## src/rtl/mux_arb_pkg.sv

```systemverilog
// Shared constants for the arbitrated 2-input mux front end.
// Default data width, burst limit and mux select encoding.
package mux_arb_pkg;

    localparam int   N_DEF     = 2;
    localparam int   BURST_DEF = 2;

    localparam logic SEL_IN0   = 1'b0;
    localparam logic SEL_IN1   = 1'b1;

endpackage

```

## src/rtl/mux_2in_arbiter_mux.sv

```systemverilog
// Plain 2-input N-bit multiplexer (the shared datapath lane).
// Ports: z = s ? x1 : x0; s uses the SEL_IN0/SEL_IN1 encoding.
module MUX_2INnbit
    import mux_arb_pkg::*;
#(
    parameter int N = N_DEF
) (
    output logic [N-1:0] z,
    input  logic [N-1:0] x0,
    input  logic [N-1:0] x1,
    input  logic         s
);

    assign z = (s == SEL_IN1) ? x1 : x0;

endmodule

```

## src/rtl/mux_2in_arbiter.sv

```systemverilog
// Burst-limited round-robin arbiter sharing one mux between two
// valid/ready requesters, with a registered single-entry output.
// Ports:
//   clk, rst_n            : clock, async active-low reset
//   inX_valid/data/ready  : requester X handshake (X = 0, 1)
//   out_valid/data/src    : registered word and its source index
//   out_ready             : consumer takes the word
module mux_2in_arbiter
    import mux_arb_pkg::*;
#(
    parameter int N     = N_DEF,
    parameter int BURST = BURST_DEF
) (
    input  logic         clk,
    input  logic         rst_n,
    input  logic         in0_valid,
    input  logic [N-1:0] in0_data,
    output logic         in0_ready,
    input  logic         in1_valid,
    input  logic [N-1:0] in1_data,
    output logic         in1_ready,
    output logic         out_valid,
    output logic [N-1:0] out_data,
    output logic         out_src,
    input  logic         out_ready
);

    localparam int            CW     = $clog2(BURST + 1);
    localparam logic [CW-1:0] C_BMAX = CW'(BURST);
    localparam logic [CW-1:0] C_ONE  = CW'(1);

    logic          r_last_sel;
    logic [CW-1:0] r_burst_cnt;
    logic          r_sel;
    logic          r_out_valid;
    logic [N-1:0]  r_out_data;
    logic          r_out_src;

    logic          w_own_v;
    logic          w_oth_v;
    logic          w_gnt_any;
    logic          w_sel;
    logic          w_load;
    logic          w_accept;
    logic [N-1:0]  w_mux;

    // Owner keeps the lane until its burst is used up or it goes idle.
    always_comb begin
        w_own_v   = r_last_sel ? in1_valid : in0_valid;
        w_oth_v   = r_last_sel ? in0_valid : in1_valid;
        w_gnt_any = 1'b1;
        w_sel     = r_last_sel;
        if (w_own_v && (r_burst_cnt < C_BMAX)) begin
            w_sel = r_last_sel;
        end else if (w_oth_v) begin
            w_sel = ~r_last_sel;
        end else if (w_own_v) begin
            w_sel = r_last_sel;
        end else begin
            w_gnt_any = 1'b0;
            w_sel     = r_sel;
        end
    end

    // The output stage refills in the same cycle it drains.
    assign w_load   = !r_out_valid || out_ready;
    assign w_accept = w_load && w_gnt_any;

    // Readies are forced low while reset is held.
    assign in0_ready = rst_n && w_accept && (w_sel == SEL_IN0);
    assign in1_ready = rst_n && w_accept && (w_sel == SEL_IN1);

    MUX_2INnbit #(
        .N (N)
    ) u_mux (
        .z  (w_mux),
        .x0 (in0_data),
        .x1 (in1_data),
        .s  (w_sel)
    );

    always_ff @(posedge clk or negedge rst_n) begin
        if (!rst_n) begin
            r_sel <= SEL_IN0;
        end else if (w_gnt_any) begin
            r_sel <= w_sel;
        end
    end

    always_ff @(posedge clk or negedge rst_n) begin
        if (!rst_n) begin
            r_last_sel  <= SEL_IN1;
            r_burst_cnt <= C_BMAX;
        end else if (w_accept) begin
            if (w_sel == r_last_sel) begin
                if (r_burst_cnt != C_BMAX) begin
                    r_burst_cnt <= r_burst_cnt + C_ONE;
                end
            end else begin
                r_last_sel  <= w_sel;
                r_burst_cnt <= C_ONE;
            end
        end
    end

    always_ff @(posedge clk or negedge rst_n) begin
        if (!rst_n) begin
            r_out_valid <= 1'b0;
            r_out_data  <= '0;
            r_out_src   <= SEL_IN0;
        end else if (w_accept) begin
            r_out_valid <= 1'b1;
            r_out_data  <= w_mux;
            r_out_src   <= w_sel;
        end else if (r_out_valid && out_ready) begin
            r_out_valid <= 1'b0;
        end
    end

    assign out_valid = r_out_valid;
    assign out_data  = r_out_data;
    assign out_src   = r_out_src;

endmodule

```

## config.mk

```make
export PLATFORM = sky130hd
export DESIGN_NAME = mux_2in_arbiter
export DESIGN_NICKNAME = d
export VERILOG_FILES = /design/src/rtl/mux_arb_pkg.sv /design/src/rtl/mux_2in_arbiter_mux.sv /design/src/rtl/mux_2in_arbiter.sv
export SDC_FILE = /design/constraint.sdc
export NUM_CORES = 1
export LEC_CHECK = 0
export ABC_AREA = 1
export BUFFER_PORTS_ARGS = -buffer_cell sky130_fd_sc_hd__buf_2
export CORE_AREA = 2 2 39 41
export CTS_BUF_LIST = sky130_fd_sc_hd__clkbuf_4
export CTS_CLUSTER_DIAMETER = 30
export DETAILED_ROUTE_END_ITERATION = 16
export DIE_AREA = 0 0 41 43
export REMOVE_ABC_BUFFERS = 1
export SYNTH_ARGS = -nofsm -noshare
export SYNTH_HDL_FRONTEND = slang
export SYNTH_HIERARCHICAL = 1
export SYNTH_SLANG_ARGS = --single-unit
export TNS_END_PERCENT = 5
```

## constraint.sdc

```tcl
create_clock -name clk -period 3.95 [get_ports clk]
set_input_delay 0 -clock clk [delete_from_list [all_inputs] [get_ports clk]]
set_output_delay 0 -clock clk [all_outputs]
set_load 0.005 [all_outputs]
```

==> flow_summary.yaml <==
yosys:
  synth-xor-area-share: 0
  synth_largest_area_cell: "dfrtp_1"
  synthAdderAreaFrac: 0.0254
  synth_compound_area_frac: 0.0916
  ys_seq_area_frac: 0.412
  synthCells: 64
  ys_warn_count: 6
  synth_seq_cells: 8
  avgSynthCellArea_um2: 7.68
  ys_top_cells_by_area: "dfrtp_1 31%, nand2_1 19%, dfstp_2 11%"
  syn_area_um2: 492
  synth_top_area_frac: 0.305
  synth_cell_types: 16
  muxShareOfSynthArea: 0
  synthSimpleGateAreaFrac: 0.402
  synth_top_family_by_area: "simple AND/OR/NAND/NOR gates"
hold_path:
  whs_endpoint: "out_data[1]"
  holdPathStages: 5
  min_path_type: "primary input to flop"
  worstHoldStart: "in0_data[1]"
grt:
  grt_max_degree: 10
  first_global_vias: 425
  grtUsageTotal: 0.142
  antenna_found_initial: 0
  grt_pass1_wl_mm: 1.72
  grt-ovfl-total: 0
route:
  postRouteAntennaNets: 0
  vias: 445
  drt-total-wl_um: 912
  drc: 0
  vias_per_cell: 4.45
  drtIter0Drc: 7
  drtPass1Iterations: 4
  wl_per_cell_um: 9.12
worst_setup_path:
  crit_chain: "inv_2 > nand2_2 > nand3_4 > o21ai_2 > nand2_2 > nor2_1 > buf_2"
  critPathCaptureType: "output pin"
  cp_max_fo: 6
  crit_top_cell: "nand2_2"
  cpLargestDelayFamily: "flip-flops"
  rr_startpoint: "r_last_sel"
  reg2reg_depth: 9
  rr_endpoint: "out_data[0]"
  rrSetupSlack_ps: 2520
  cp_slowest_cell: "dfstp_2"
  path_buf_inv: 2
  crit_arrival_ps: 1570
  crit_required_ps: 3950
  worstSetupStartpointType: "flop"
  max_stage_delay_ps: 550
  criticalPathCategory: "flop to output pin"
clocking:
  root_buffer: "clkbuf_4"
  clock_latency_ps: 250
  clkTransAtPathRegs_ps: 60
  clockBufferDepth: 2
  numCtsBuffers: 3
  cts.sink_count: 8
  cts_tree: "yes"
  post-cts-setup-buffer-count: 0
  h-tree-depth: 1
sta:
  relSlewSlack: 0.830
  tightest_slew_ps: 255
  rsz0062_at_grt: "false"
  fin_crit_ps: 1570
  fmax_ghz: 0.637
  finalSetupViolCount: 0
  hold_viol: 0
  finClkSkew_ps: 8.26
  holdWs_ps: 43.9
  finalSetupTns_ps: 0
  slew_viol_final: 0
  fin_crit_sh: 0.398
final_layout:
  layout_commonest_cell: "nand2_1"
  n_antenna_cell: 0
  nets: 95
  final_cell_mix: "25 x nand2_1, 14 x buf_2, 7 x inv_1"
  area_delta_synth_final_pct: 28.5
  drive_gt1_frac: 0.369
placed_design:
  routabilityCongestion: 0.667
  dp_hpwl_um: 702
  portBuffers: 14
power_and_ir_drop:
  p_leak_nw: 0.356
  power_density_nw_per_um2: 649
  vdd_drop_max_v: 0.000298
flow_run:
  drv_cap: 0
run_status:
  status: "finished clean"
floorplanning:
  fp.dieH_um: 43
  die-area_um2: 1760
  fp.coreArea_um2: 1380
  start_util: 0.355
  rows: 14
  ios: 15
  die_x_um: 41
synthesized netlist by cell type:
master and instances:
a21oi_4 1, dfrtp_1 6, dfstp_2 2, ha_1 1, inv_1 7, inv_2 2, nand2_1 25, nand2_2 3
nand3_1 3, nand3_2 3, nand3_4 1, nor2_1 3, nor3_1 1, o21ai_0 4, o21ai_2 1, or2_1 1
worst max path at each step:
stage | startpoint | end | slack, ps | cells past startpoint
floorplan | r_last_sel | out_data[0] | 2620 | 9
global route | r_last_sel | in1_ready | 2250 | 7
global placement | r_last_sel | out_data[1] | 2530 | 9
CTS | r_last_sel | in1_ready | 2350 | 7
finish | r_last_sel | in1_ready | 2380 | 7
detailed placement | r_last_sel | out_data[0] | 2520 | 9
cell families after synthesis:
kind of cell / count (synthesis)
and+or+nand+nor: 40
buffers and inverters: 9
DFF: 8
AOI/OAI and AO/OA: 6
adders and majority gates: 1
state kept, by name (all words and copies together) (netlist names):
signal       count
out_valid        1
r_sel            1
r_burst_cnt      2
r_last_sel       1
out_data         2
out_src          1
layout make-up:
class	count	area [µm²]
Clock buffer	4	30.0
Tap cell	16	20.0
Timing Repair Buffer	16	90.1
Fill cell	141	752
Sequential cell	8	203
Inverter	9	33.8
Multi-Input combinational cell	47	255
metal layers:
layer / track usage / up-vias / routed length, µm
li1: - / 241 / -
met1: 0.189 / 192 / 435
met2: 0.203 / 10 / 428
met3: 0.0157 / 2 / 37
met4: 0.100 / 0 / 11
met5: 0 / - / 0
per-stage QoR:
stage	total power (W)	setup slack [ps]	utilization	instance area (µm²)	std cells
2_1_floorplan	0.000290	2620	-	492	64
3_3_place_gp	0.000336	2530	0.420	582	94
3_5_place_dp	0.000340	2520	0.420	582	94
4_1_cts	0.000419	2350	0.457	632	100
5_1_grt	0.000458	2250	0.457	632	100
6_report	0.000410	2380	0.457	632	100
tightest hold or removal path, cell delays in order:
cell and delay, ps:
buf_2 70, nand2_1 40, nand2_1 40, nand2_1 50, nand2_1 60
what timing repair did:
item                                   4_1_cts  5_1_grt
endpoints found under the hold margin        9        0
resized for setup                            0        0
hold buffers                                 2        0
power breakdown:
group           total, W  switching, W  internal (W)  leakage (nW)
Sequential      0.000146     0.0000214      0.000125        0.0925
Clock          0.0000738     0.0000282     0.0000455        0.0184
Combinational   0.000190      0.000114     0.0000769         0.245
Total           0.000410      0.000163      0.000247         0.356
Note: power is estimated with default switching activity, not from simulation.
